--- src/rtl/enemy_missile_spawn_gen.sv ---
`default_nettype none
// ============================================================================
// Module      : enemy_missile_spawn_gen
// Description : Tick-driven rotate/LFSR launch pattern with per-channel taps,
//               holdoff and per-wave spawn budget.
// Revision    : 1.0 - initial release
// ============================================================================
module enemy_missile_spawn_gen #(
  parameter int               DEPTH      = 16,
  parameter int               CHANNELS   = 4,
  parameter logic [DEPTH-1:0] SEED       = 16'h2221,
  parameter logic [DEPTH-1:0] LFSR_TAPS  = 16'hB400,
  parameter int               HOLDOFF    = 0,
  parameter int               MAX_SPAWNS = 8,
  parameter int               TAPW       = $clog2(DEPTH),
  parameter int               CNTW       = $clog2(MAX_SPAWNS + 1)
) (
  input  logic                     clk,
  input  logic                     rst,
  input  logic                     tick,
  input  logic                     mode,
  input  logic                     load,
  input  logic [DEPTH-1:0]         load_data,
  input  logic [CHANNELS*TAPW-1:0] tap_sel,
  output logic [CHANNELS-1:0]      spawn,
  output logic [CNTW-1:0]          spawn_count,
  output logic                     wave_done
);

  localparam int              c_hw      = (HOLDOFF > 0) ? $clog2(HOLDOFF + 1) : 1;
  localparam logic [CNTW-1:0] c_max_cnt = CNTW'(MAX_SPAWNS);
  localparam logic [c_hw-1:0] c_holdoff = c_hw'(HOLDOFF);

  logic [DEPTH-1:0]    r_s;
  logic [DEPTH-1:0]    w_s_next;
  logic [c_hw-1:0]     r_h      [CHANNELS];
  logic [c_hw-1:0]     w_h_next [CHANNELS];
  logic [CHANNELS-1:0] r_spawn;
  logic [CHANNELS-1:0] w_fire;
  logic [CHANNELS-1:0] w_cand;
  logic [CNTW-1:0]     r_cnt;
  logic [CNTW-1:0]     w_cnt_next;
  logic                r_done;

  always_comb begin
    w_s_next   = r_s;
    w_cnt_next = r_cnt;
    w_fire     = '0;
    w_cand     = '0;
    for (int c = 0; c < CHANNELS; c++) begin
      w_h_next[c] = r_h[c];
      // Tap indices that name no pattern bit leave the candidate at zero.
      for (int i = 0; i < DEPTH; i++) begin
        if (tap_sel[c*TAPW +: TAPW] == TAPW'(i)) begin
          w_cand[c] = r_s[i];
        end
      end
    end

    if (tick) begin
      if (mode && (r_s == '0)) begin
        w_s_next = SEED;
      end else begin
        w_s_next = {(mode ? ^(r_s & LFSR_TAPS) : r_s[0]), r_s[DEPTH-1:1]};
      end

      // Lower channels claim the remaining budget first.
      for (int c = 0; c < CHANNELS; c++) begin
        if (r_h[c] != '0) begin
          w_h_next[c] = r_h[c] - 1'b1;
        end else if (w_cand[c] && (w_cnt_next < c_max_cnt)) begin
          w_fire[c]   = 1'b1;
          w_cnt_next  = w_cnt_next + 1'b1;
          w_h_next[c] = c_holdoff;
        end
      end
    end
  end

  always_ff @(posedge clk or posedge rst) begin
    if (rst) begin
      r_s     <= SEED;
      r_spawn <= '0;
      r_cnt   <= '0;
      r_done  <= 1'b0;
      for (int c = 0; c < CHANNELS; c++) begin
        r_h[c] <= '0;
      end
    end else if (load) begin
      r_s     <= load_data;
      r_spawn <= '0;
      r_cnt   <= '0;
      r_done  <= 1'b0;
      for (int c = 0; c < CHANNELS; c++) begin
        r_h[c] <= '0;
      end
    end else begin
      r_s     <= w_s_next;
      r_spawn <= w_fire;
      r_cnt   <= w_cnt_next;
      r_done  <= (w_cnt_next == c_max_cnt);
      for (int c = 0; c < CHANNELS; c++) begin
        r_h[c] <= w_h_next[c];
      end
    end
  end

  assign spawn       = r_spawn;
  assign spawn_count = r_cnt;
  assign wave_done   = r_done;

endmodule
`default_nettype wire

--- config.mk ---
export PLATFORM = sky130hd
export DESIGN_NAME = enemy_missile_spawn_gen
export DESIGN_NICKNAME = d
export VERILOG_FILES = /design/src/rtl/enemy_missile_spawn_gen.sv
export SDC_FILE = /design/constraint.sdc
export NUM_CORES = 1
export LEC_CHECK = 0
export CORE_ASPECT_RATIO = 1.75
export CORE_MARGIN = 2
export CORE_UTILIZATION = 47
export CTS_BUF_LIST = sky130_fd_sc_hd__clkbuf_16
export CTS_CLUSTER_SIZE = 16
export DETAILED_ROUTE_END_ITERATION = 8
export PLACE_DENSITY = 0.77
export SETUP_SLACK_MARGIN = 0.4
export SYNTH_ARGS = -nofsm -noshare
export SYNTH_HDL_FRONTEND = slang
export SYNTH_SLANG_ARGS = --single-unit
--- constraint.sdc ---
create_clock -name clk -period 3.5 [get_ports clk]
set_clock_uncertainty 0.1 [all_clocks]
set_input_delay 0.7 -clock clk [delete_from_list [all_inputs] [get_ports clk]]
set_output_delay 0.7 -clock clk [all_outputs]
set_load 0.01 [all_outputs]
==> After elaboration in Yosys (flattened, before gate mapping) <==
Index checks and enable logic that the tools add are counted.
{ "op_classes": {"addsub": 8, "order_cmp": 4, "n_eq_ne": 61, "muxes": 98, "n_reduce_logical": 12} }
{ "ops": {"columns": ["cell", "n"], "rows": [
  ["$eq 4x4->1 const B", 33],
  ["$mux 1", 78],
  ["$mux 4", 17],
  ["$eq 4x3->1 const B", 16],
  ["$mux 16", 3],
  ["$eq 4x2->1 const B", 8],
  ["$add 4x1->4 const B", 4],
  ["$eq 4x1->1 const B", 4],
  ["$logic_not 16->1", 1],
  ["$logic_not 4->1", 4],
  ["$lt 4x4->1 const B", 4],
  ["$reduce_xor 16->1", 1],
  ["$logic_and 1x1->1", 5],
  ["$sub 1x1->1 const B", 4],
  ["$reduce_bool 2->1", 1]
]} }
{ "word_totals": {"register_bits": 29, "in_bits": 37, "output_inout_bits": 9, "wordCells": 191} }

==> Depth between registers and ports, before layout <==
Gate-level depths: netlist of run 1.
{ "depth": {"ltp_word": 38, "ltp_mapped": 17, "ltp_nobuf": 15} }

==> Worst setup path before layout of run 1 <==
OpenSTA, ideal clock, no wires.
{ "synth_timing": {"path_type": "input-to-reg", "startpoint": "in tap_sel[6]", "endpoint": "reg r_done, in the netlist wave_done", "setup_ps": 96, "arrival_time_ps": 3914, "path_slack_ps": -610, "stages": 17, "path_buffers": 2, "cell_sequence": "buf_2 -> mux2i_1 -> a221oi_1 -> a31oi_1 -> o32a_1 -> buf_4 -> or2_2 -> a21oi_1 -> a31oi_1 -> ha_1 -> inv_1 -> o211ai_1 -> ha_1 -> nor4b_1 -> xnor2_1 -> mux2_2 -> nor4_2"} }
{ "synth_via": {"elab_chain_len": 33, "elab_cells_between_ends": 50, "classes_between": "add/sub (2); order compare (2); eq/ne (16); mux (26); reduce/logical (4)"} }
{ "synth_lines": {"columns": ["item", "line", "source"], "rows": [
  ["start, declared", "24", "input logic [CHANNELS*TAPW-1:0] tap_sel,"],
  ["$logic_not 4->1", "54", "if (tap_sel[c*TAPW +: TAPW] == TAPW'(i)) begin"],
  ["$mux 1 (15 in a row)", "54", null],
  ["$mux 1 (*)", "54", null],
  ["$logic_and 1x1->1 (*)", "71", "end else if (w_cand[c] && (w_cnt_next < c_max_cnt)) begin"],
  ["$mux 4 (*)", "71", null],
  ["$mux 4 (*)", "69", "if (r_h[c] != '0) begin"],
  ["$mux 4 (*)", "60", "if (tick) begin"],
  ["$lt 4x4->1", "71", null],
  ["(+3 left out)", null, null],
  ["$mux 4 (*)", "60", null],
  ["$lt 4x4->1", "71", null],
  ["$logic_and 1x1->1", "71", null],
  ["$mux 4", "71", null],
  ["$mux 4 (*)", "69", null],
  ["$mux 4 (*)", "60", null],
  ["$eq 4x4->1 (*)", "101", "r_done <= (w_cnt_next == c_max_cnt);"],
  ["$mux 1 (*)", "89", "end else if (load) begin"],
  ["end signal, assigned", "101", null],
  ["end, declared", "43", "logic r_done;"]
]} }
Every way passes the cells marked *; elsewhere a longest branch is shown, timed or not. The select of a mux whose other input is x is not followed.
A chain may end at the register's enable or synchronous reset.

==> Final worst setup path of run 1 <==
{ "layout_timing": {"startpoint": "in tap_sel[0]", "endpoint": "reg r_done, in the netlist wave_done"} }
{ "layout_via": {"elab_chain_len": 38, "elab_cells_between_ends": 56, "classes_between": "add/sub (3); order compare (3); eq/ne (16); mux (29); reduce/logical (5)"} }
{ "layout_lines": {"columns": ["item", "line"], "rows": [
  ["$logic_not 4->1", "54"],
  ["$mux 1 (15 in a row)", "54"],
  ["$mux 1 (*)", "54"],
  ["$logic_and 1x1->1 (*)", "71"],
  ["$mux 4 (*)", "71"],
  ["$mux 4 (*)", "69"],
  ["$mux 4 (*)", "60"],
  ["$lt 4x4->1", "71"],
  ["(+8 left out)", null],
  ["$mux 4 (*)", "60"],
  ["$lt 4x4->1", "71"],
  ["$logic_and 1x1->1", "71"],
  ["$mux 4", "71"],
  ["$mux 4 (*)", "69"],
  ["$mux 4 (*)", "60"],
  ["$eq 4x4->1 (*)", "101"],
  ["$mux 1 (*)", "89"]
]} }
Marked as above.

==> results of run 1 <==
-- Yosys cell counts (3+ instances only) --
library cell and count:
a21oi_1 14, a31oi_1 3, buf_2 5, buf_4 4, clkbuf_1 3, dfrtp_1 21
dfstp_2 4, ha_1 4, inv_1 12, mux2_2 5, mux2i_1 16, mux4_2 11
nand2_1 23, nand2b_1 3, nand3_1 3, nand3b_1 4, nor2_1 17, nor2b_1 5
nor3_1 4, nor4b_1 3, o21ai_0 25, o22ai_1 5, or3_1 3, xnor2_1 5
-- flip-flops by register name, indices dropped and copies added, names as in the netlist --
signal and count:
spawn 4, wave_done 1, spawn_count 4, r_s 16
-- where the power goes --
| part | switching (W) | total [W] | leakage, nW | internal [W] |
|---|---|---|---|---|
| Combinational | 0.000427 | 0.000933 | 1.19 | 0.000506 |
| Sequential | 0.0000350 | 0.000361 | 0.309 | 0.000326 |
| Clock | 0.000103 | 0.000258 | 0.0371 | 0.000155 |
| Total | 0.000566 | 0.00155 | 1.54 | 0.000987 |
-- kinds of logic (layout without fill, tap and decap cells) --
logic type | count (synthesis) | after routing
muxes | 33 | 33
buffers and inverters | 28 | 136
adders and majority gates | 4 | 4
DFF | 25 | 25
AOI/OAI and AO/OA | 67 | 68
and+or+nand+nor | 83 | 83
xor gates and xnor gates | 7 | 7
-- cells in the final DEF, fill, tap and decap left out, types with 4 or more instances in the layout --
cell type / count
buf_4: 69
clkdlybuf4s50_1: 35
nand2_1: 21
o21ai_0: 21
dfrtp_1: 21
nor2_1: 15
mux2i_1: 14
mux4_2: 11
buf_6: 11
inv_1: 10
a21oi_1: 10
o22ai_1: 5
nand3b_1: 4
mux2_2: 4
or3_4: 4
xnor2_1: 4
dfstp_2: 4
-- how the worst min path moves through the flow --
| stage | start | to | slack [ns] | cells past startpoint |
|---|---|---|---|---|
| after floorplan | r_s[12]$_DFFE_PP0P_ | r_s[12]$_DFFE_PP0P_ | 0.47 | 2 |
| after global placement | r_s[12]$_DFFE_PP0P_ | r_s[12]$_DFFE_PP0P_ | 0.60 | 3 |
| after detailed placement | r_s[12]$_DFFE_PP0P_ | r_s[12]$_DFFE_PP0P_ | 0.64 | 3 |
| after CTS | r_s[12]$_DFFE_PP0P_ | r_s[12]$_DFFE_PP0P_ | 0.65 | 3 |
| after global routing | r_s[13]$_DFFE_PP1P_ | r_s[13]$_DFFE_PP1P_ | 0.69 | 3 |
| final | r_s[12]$_DFFE_PP0P_ | r_s[12]$_DFFE_PP0P_ | 0.65 | 3 |
-- metal layers --
layer	up-vias	wire length [um]	global-route usage, %
met2	154	4640	58.5
met1	1221	2750	30.3
met3	54	364	2.96
met5	-	0	0
li1	1156	-	-
met4	0	641	26.2
-- worst min-delay path: cells and delay by family, from the launching register on --
kind                   cells  cell delay [ns]
flip-flops                 1             0.35
AO/OA/AOI/OAI              2             0.23
buffers and inverters      1             0.14
-- stage by stage --
stage | cells | utilization, %
after floorplan | 247 | -
after global placement | 391 | 68.5
after detailed placement | 391 | 68.5
after CTS | 402 | 75.9
after global routing | 408 | 78.3
final | 408 | 78.3
-- layout make-up --
| class | count | area, um^2 |
|---|---|---|
| flip-flops and latches | 25 | 631 |
| inverters | 12 | 45.0 |
| repair buffers | 120 | 1030 |
| multi-input cells | 195 | 1800 |
| clock buffers | 3 | 75.1 |
| fillers | 293 | 1010 |
| clock inverters | 1 | 7.51 |
| well taps | 52 | 65.1 |
-- what timing repair did --
| item | 4_1_cts | 5_1_grt |
|---|---|---|
| buffers inserted | 6 | 6 |
| pin swaps | 34 | 17 |
| hold buffers | 0 | 0 |
| resized for setup | 83 | 18 |
| endpoints found under the setup margin | 7 | 6 |
| endpoints found under the hold margin | 0 | 0 |
| cloned | 1 | 0 |
==> results_dict.tcl, run 1 <==
set metrics [dict create \
    status "finished, violations left" \
    violations "negative setup slack" \
    dieArea_mm2 0.00540 \
    diodes 0 \
    end_kind "register" \
    fin_ws_ns -0.369 \
    avgSynthCellArea_um2 9.15 \
    port_buffers 45 \
    clkTransAtPathRegs_ns 0.07 \
    clock_latency_ns 0.26 \
    vias 2585 \
    place_hpwl_mm 5.73 \
    finalPower_w 0.00155 \
    ff2ff_setup_slack_ns -0.35 \
    fin_crit_ns 3.87 \
    arrival_ns 3.94 \
    drive_gt1_share_pct 44.4 \
    whs_ns 0.651 \
    hold_viol 0 \
    cts_tree "yes" \
    r2r-start "r_s[13]$_DFFE_PP1P_" \
    crit_fanout 5 \
    fin_setup_tns_ns -0.825 \
    vdd_drop_max_mv 0.469 \
    crit_path_end "wave_done$_DFF_PP0_" \
    final_antenna_net_count 0 \
    maxClockFrequency_mhz 258 \
    cpMaxStageDelayCell "or4_4" \
    drc 0 \
    placementRows 33 \
    die_w_um 56.4 \
    final_nets 398 \
    startpoint "tap_sel[0]" \
    slew_headroom_pct 36.0 \
    yosysWarnings 0 \
    crit_top_cell "buf_6" \
    hold_class "reg2reg" \
    max_slew.worst_pin.slew_ns 0.959 \
    clockBufferDepth 2 \
    finalMaxSlewViolations 0 \
    synth_top_family_by_area "multiplexers" \
    grt_max_degree 38 \
    first_pass_iters 6 \
    grt_util_all_layers_pct 31.3 \
    drt-total-wl_mm 8.39 \
    cts_buffers 3 \
    syn_nets 288 \
    synth_cells 247 \
    synthSimpleGateAreaFrac_pct 20.1 \
    synthAdderAreaFrac_pct 2.21 \
    netlist_area_mm2 0.00226 \
    maxCapViolCount 0 \
    synth_seq_cells 25 \
    dieHeight_um 95.7 \
    viasPerCell 6.34 \
    antenna_found_initial 0 \
    globalRouteOverflowTotal 0 \
    rsz0062_at_grt "true" \
    crit_required_ns 3.57 \
    h-tree-depth 1 \
    ys.flop_type "dfrtp_1" \
    r2r-end "wave_done$_DFF_PP0_" \
    power.leakage_nw 1.54 \
    reg2regPathDepth 14 \
    grt_pass1_vias 2623 \
    final_area_mm2 0.00365 \
    cts-root-buf "clkbuf_16" \
    finalCritPeriodShare_pct 111 \
    pre_cts_slack_ns -1.11 \
    synth_area_leader_cell "dfrtp_1" \
    initialDrtViolationCount 163 \
    crit_chain "buf_6 > buf_6 > mux4_2 > nor2_2 > or4_4 > nand2_4 > or3_4 > nand4_1 > ha_1 > inv_2 > o211ai_1 > ha_2 > nor4b_4 > xnor2_1 > mux2_4 > nor4_4" \
    netlist_top_cells_area "dfrtp_1, mux4_2, mux2i_1" \
    synth_top_area_share_pct 23.3 \
    critPathTopFamily "simple AND/OR/NAND/NOR gates" \
    cp.depth 16 \
    cts.sinks 25 \
    final-setup-viol-count 5 \
    grt_pass1_wl_mm 12.7 \
    place_area_mm2 0.00320 \
    synth_xor_area_share_pct 2.71 \
    io_pins 46 \
    synth_cell_types 60 \
    slowest_delay_ns 0.58 \
    synth_edf_count 0 \
    critPathKind "in2reg" \
    synth-compound-area-share_pct 19.8 \
    routedWlPerCell_um 20.6 \
    critPathBufInv 3 \
    powerDensity_mw_per_mm2 425 \
    cp-start-kind "primary input" \
    synthArstFlopShare_pct 100 \
    syn_to_final_growth_pct 61.6 \
    gp_congestion 0.953 \
    start_util_pct 48.4 \
    core_mm2 0.00467 \
    ys_seq_area_share_pct 27.9 \
    synthMuxAreaShare_pct 21.2 \
]
Note: power is estimated with default switching activity, not from simulation.
==> run 2, diff against run 1 <==
--- a/config.mk
+++ b/config.mk
@@ -6,7 +6,6 @@
 export NUM_CORES = 1
 export LEC_CHECK = 0
 export CORE_ASPECT_RATIO = 1.75
-export CORE_MARGIN = 2
 export CORE_UTILIZATION = 47
 export CTS_BUF_LIST = sky130_fd_sc_hd__clkbuf_16
 export CTS_CLUSTER_SIZE = 16
==> run 2 against run 1 <==
Compared with the run above:
- the run still ends with negative setup slack left
- clock power grew 4%
- global-route usage grew 3.2 points
- cell count shrank 0.98%
- maximum frequency grew 0.35%
- wire length shrank 1.0%
- first-iteration DRC count shrank 66%
- sequential power grew 2%
- register-to-register slack gained 0.06 ns
- critical path depth shrank 1
- critical endpoint unchanged
- largest power group unchanged
==> results_dict.tcl, run 2 (same netlist as run 1, synthesis figures left out) <==
set metrics [dict create \
    pwr-share-seq_pct 23.4 \
    hold_path_startpoint "r_s[13]$_DFFE_PP1P_" \
    finalCritPeriodShare_pct 110 \
    h-tree-depth 1 \
    final_area_mm2 0.00363 \
    cts_buffers 3 \
    crit_required_ns 3.58 \
    cpMaxStageDelayCell "or3_2" \
    dieArea_mm2 0.00510 \
    grt_pass1_vias 2628 \
    swShare_pct 36.7 \
    port_buffers 45 \
    largest_reg_flops 16 \
    final_nets 394 \
    first_pass_iters 4 \
    dieHeight_um 93.7 \
    most-common-layout-cells "buf_4, clkdlybuf4s50_1, nand2_1, o21ai_0, dfrtp_1" \
    final_util_pct 77.7 \
    hold_end "r_s[13]$_DFFE_PP1P_" \
    core_mm2 0.00467 \
    vias 2547 \
    clockBufferDepth 2 \
    fin_cells 404 \
    powerDensity_mw_per_mm2 433 \
    cts-root-buf "clkbuf_16" \
    maxCapViolCount 0 \
    max_slew.worst_pin.slew_ns 0.959 \
    grt_pass1_wl_mm 12.7 \
    grt_max_degree 38 \
    io_pins 46 \
    place_hpwl_mm 5.49 \
    final-setup-viol-count 5 \
    rsz0062_at_grt "true" \
    whs_path_depth 3 \
    cts_tree "yes" \
    vdd_drop_max_mv 0.409 \
    viasPerCell 6.30 \
    start_util_pct 48.4 \
    finalMaxSlewViolations 0 \
    p_sw_w 0.000577 \
    placementRows 33 \
    num-fill-cells 289 \
    fin_ws_ns -0.356 \
    maxClockFrequency_mhz 259 \
    mostFrequentLayoutCell "buf_4" \
    r2r-start "r_s[13]$_DFFE_PP1P_" \
    power.leakage_nw 1.54 \
    grt_util_all_layers_pct 34.5 \
    violations "negative setup slack" \
    antenna_found_initial 0 \
    clkTransAtPathRegs_ns 0.07 \
    pwr-share-clk_pct 17.2 \
    crit_fanout 5 \
    routedWlPerCell_um 20.5 \
    critPathKind "in2reg" \
    place_area_mm2 0.00319 \
    cp-start-kind "primary input" \
    ff2ff_setup_slack_ns -0.29 \
    p_int_w 0.000993 \
    final_antenna_net_count 0 \
    clock_latency_ns 0.27 \
    syn_to_final_growth_pct 60.5 \
    hold_class "reg2reg" \
    arrival_ns 3.94 \
    top_register "r_s" \
    slowest_delay_ns 0.46 \
    status "finished, violations left" \
    end_kind "register" \
    diodes 0 \
    globalRouteOverflowTotal 0 \
    crit_chain "clkdlybuf4s15_2 > mux4_2 > nor2_4 > a211oi_4 > buf_4 > buf_4 > or3_2 > a21oi_2 > nand2b_4 > xor2_2 > inv_1 > ha_2 > mux2_4 > a211o_1 > nor4_4" \
    hold_viol 0 \
    reg2regPathDepth 15 \
    slew_headroom_pct 36.0 \
    drc 0 \
    pre_cts_slack_ns -1.07 \
    die_w_um 54.4 \
    multiInputGateArea_mm2 0.00176 \
    crit_top_cell "buf_4" \
    whs_ns 0.658 \
    initialDrtViolationCount 56 \
    cts.sinks 25 \
    gp_congestion 0.973 \
    drt-total-wl_mm 8.30 \
    placed_cells 390 \
    seq_area_um2 631 \
    p_comb_share_pct 59.5 \
    fin_crit_ns 3.86 \
    r2r-end "wave_done$_DFF_PP0_" \
    drive_gt1_share_pct 43.2 \
]
[run 2: routing by layer]
metal	global-route usage, %	up-vias	share of wire [%]
met4	25.0	0	9.0
met5	0	-	0
met3	7.28	65	4.7
li1	-	1137	-
met1	34.4	1216	34
met2	58.9	129	52
[run 2: power by group through the flow]
stage / clock [W] / sequential, W / combinational, W
after CTS: 0.000271 / 0.000362 / 0.000834
after detailed placement: 0 / 0.000367 / 0.000705
after global routing: 0.000281 / 0.000370 / 0.000985
after global placement: 0 / 0.000366 / 0.000685
final: 0.000269 / 0.000367 / 0.000934
after floorplan: 0 / 0.000370 / 0.000389
[run 2: per-stage QoR]
stage	setup TNS [ns]	total power, W
after CTS	-0.393	0.00147
after detailed placement	-4.93	0.00107
after global routing	-1.06	0.00164
final	-0.689	0.00157
after global placement	-4.69	0.00105
after floorplan	-0.912	0.000759
[run 2: worst max path at each step]
| stage | start | end | slack [ns] |
|---|---|---|---|
| 6_report | tap_sel[1] | wave_done$_DFF_PP0_ | -0.36 |
| 5_1_grt | tap_sel[1] | wave_done$_DFF_PP0_ | -0.42 |
| 4_1_cts | tap_sel[0] | wave_done$_DFF_PP0_ | -0.30 |
| 3_5_place_dp | tap_sel[6] | wave_done$_DFF_PP0_ | -1.07 |
| 3_3_place_gp | tap_sel[6] | wave_done$_DFF_PP0_ | -1.03 |
| 2_1_floorplan | tap_sel[4] | wave_done$_DFF_PP0_ | -0.37 |
[run 2: worst max-delay path, delay by kind of cell]
kind	cells	cell delay, ns
AOI/OAI and AO/OA	3	0.61
buffers and inverters	4	0.60
muxes	2	0.65
xor gates and xnor gates	1	0.17
adders and majority gates	1	0.27
and+or+nand+nor	4	0.93
[run 2: what timing repair did]
action,in CTS,in global routing
buffers inserted,8,2
cloned,0,0
gates resized for setup,84,20
pin swaps,25,15
hold buffers,0,0
setup endpoints to repair,7,6
hold endpoints to repair,0,0
[run 2: final cells by class]
class	instances	share of cell area (%)
multi-input combinational	194	48.6
timing repair buffer	117	28.6
sequential	25	17.4
clock buffer	3	2.07
tap	52	1.79
inverter	12	1.24
clock inverter	1	0.241
==> run 3, diff against run 2 <==
--- a/config.mk
+++ b/config.mk
@@ -5,7 +5,6 @@
 export SDC_FILE = /design/constraint.sdc
 export NUM_CORES = 1
 export LEC_CHECK = 0
-export CORE_ASPECT_RATIO = 1.75
 export CORE_UTILIZATION = 47
 export CTS_BUF_LIST = sky130_fd_sc_hd__clkbuf_16
 export CTS_CLUSTER_SIZE = 16
==> run 3 against run 2 <==
Compared with the run above:
- the run ends with design-rule violations, negative setup slack left
- maximum frequency shrank 2.2%
- clock power shrank 3%
- setup slack lost 0.088 ns
- largest power group unchanged
==> results_dict.tcl, run 3 (same netlist as run 1, synthesis figures left out) <==
set metrics [dict create \
    rsz0062_at_grt "true" \
    syn_to_final_growth_pct 61.1 \
    gp_congestion 0.944 \
    violations "design-rule violations, negative setup slack" \
    drc 2 \
    slowest_delay_ns 0.37 \
    fin_crit_ns 3.94 \
    dieHeight_um 71.3 \
    end_kind "register" \
    place_hpwl_mm 5.34 \
    routedWlPerCell_um 20.2 \
    clkTransAtPathRegs_ns 0.07 \
    vias 2590 \
    crit_chain "clkdlybuf4s15_2 > inv_2 > o311a_1 > o32a_1 > buf_6 > buf_6 > or3_4 > nand4_1 > ha_1 > inv_2 > o211ai_1 > ha_2 > nor4b_4 > xnor2_1 > mux2_4 > nor4_4" \
    cts.sinks 25 \
    final_antenna_net_count 0 \
    clockBufferDepth 2 \
    final_nets 403 \
    largest_reg_flops 16 \
    grt_max_degree 38 \
    slew_headroom_pct 32.5 \
    grt_pass1_vias 2565 \
    port_buffers 45 \
    mostFrequentLayoutCell "buf_4" \
    crit_fanout 6 \
    powerDensity_mw_per_mm2 427 \
    clock_latency_ns 0.27 \
    vdd_drop_max_mv 0.278 \
    dieArea_mm2 0.00509 \
    crit_required_ns 3.58 \
    placementRows 24 \
    critPathTopFamily "simple AND/OR/NAND/NOR gates" \
    first_pass_iters 7 \
    top_usage_layer "met2" \
    arrival_ns 4.02 \
    grt_pass1_wl_mm 13.1 \
    final-setup-viol-count 5 \
    met3_usage_pct 3.80 \
    drt-total-wl_mm 8.36 \
    maxCapViolCount 0 \
    maxClockFrequency_mhz 254 \
    critPathKind "in2reg" \
    final_util_pct 81.3 \
    hold_viol 0 \
    h-tree-depth 1 \
    cts_buffers 3 \
    diodes 0 \
    cpMaxStageDelayCell "o311a_1" \
    initialDrtViolationCount 317 \
    finalPower_w 0.00155 \
    antenna_found_initial 0 \
    globalRouteOverflowTotal 0 \
    top_register "r_s" \
    drive_gt1_share_pct 43.2 \
    cts-root-buf "clkbuf_16" \
    use_met2_pct 57.5 \
    status "finished, violations left" \
    finalMaxSlewViolations 0 \
    met1_usage_pct 44.7 \
    finalCritPeriodShare_pct 113 \
    cp-start-kind "primary input" \
    io_pins 46 \
    grt_util_all_layers_pct 34.3 \
    num-fill-cells 256 \
    cts_tree "yes" \
    fin_ws_ns -0.444 \
    viasPerCell 6.27 \
    power.leakage_nw 1.57 \
    start_util_pct 50.5 \
    critPathBufInv 5 \
    max_slew.worst_pin.slew_ns 1.01 \
    most-common-layout-cells "buf_4, clkdlybuf4s50_1, o21ai_0, nand2_1, dfrtp_1" \
    hold_class "reg2reg" \
    die_w_um 71.3 \
    core_mm2 0.00447 \
]
==> run 3: routing by layer <==
metal,up-vias,routed length [um]
li1,1156,-
met1,1241,3200
met2,161,4100
met3,32,689
met4,0,371
met5,-,0
==> run 3: worst reg2reg max path: stages, from the launching register on <==
cell	delay, ns
dfstp_2	0.55
and3b_1	0.17
mux4_2	0.52
a211o_4	0.38
nand2_4	0.08
or3_4	0.12
nand4_1	0.17
ha_1	0.36
inv_2	0.04
o211ai_1	0.24
ha_2	0.23
nor4b_4	0.20
xnor2_1	0.10
mux2_4	0.28
nor4_4	0.27
==> run 3: where the power goes <==
part           switching (W)  internal [W]  leakage [nW]  total [W]
sequential         0.0000354      0.000326         0.309   0.000361
clock               0.000107      0.000153        0.0423   0.000260
combinational       0.000422      0.000509          1.21   0.000931
==> run 3: final timing paths <==
kind                                     startpoint                        to  slack [ns]  cells past startpoint
max in group asynchronous                       rst        r_s[3]$_DFFE_PP0P_        1.81                      2
min in group asynchronous                       rst  spawn_count[0]$_DFF_PP0_        0.87                      2
setup reg to reg                r_s[13]$_DFFE_PP1P_       wave_done$_DFF_PP0_       -0.41                     14
hold / removal             spawn_count[1]$_DFF_PP0_  spawn_count[1]$_DFF_PP0_        0.65                      3
setup / recovery                         tap_sel[7]       wave_done$_DFF_PP0_       -0.44                     16
hold reg to reg            spawn_count[1]$_DFF_PP0_  spawn_count[1]$_DFF_PP0_        0.65                      3
==> run 3: final cells by class <==
type                       instances  area [um^2]  area share (%)
sequential                        25          631            17.3
tap                               52         65.1            1.79
multi-input combinational        194         1710            46.9
clock buffer                       3         75.1            2.06
inverter                          12         45.0            1.24
timing repair buffer             126         1110            30.6
clock inverter                     1         3.75           0.103
==> run 3: what timing repair did <==
action,CTS,global route
resized for setup,87,15
hold buffers,0,0
pin swaps,30,12
buffers inserted,16,3
setup endpoints to repair,7,6
==> run 3: metrics by stage <==
stage | worst slack [ns] | TNS, ns | std cells | instance area (um^2) | hold WS [ns]
after floorplan | -0.372 | -0.912 | 247 | 2310 | 0.473
after global placement | -0.966 | -4.22 | 390 | 3190 | 0.606
after detailed placement | -1.17 | -4.96 | 390 | 3190 | 0.609
after CTS | -0.429 | -0.816 | 410 | 3560 | 0.611
after global routing | -0.554 | -1.87 | 413 | 3640 | 0.672
final | -0.444 | -1.46 | 413 | 3640 | 0.645
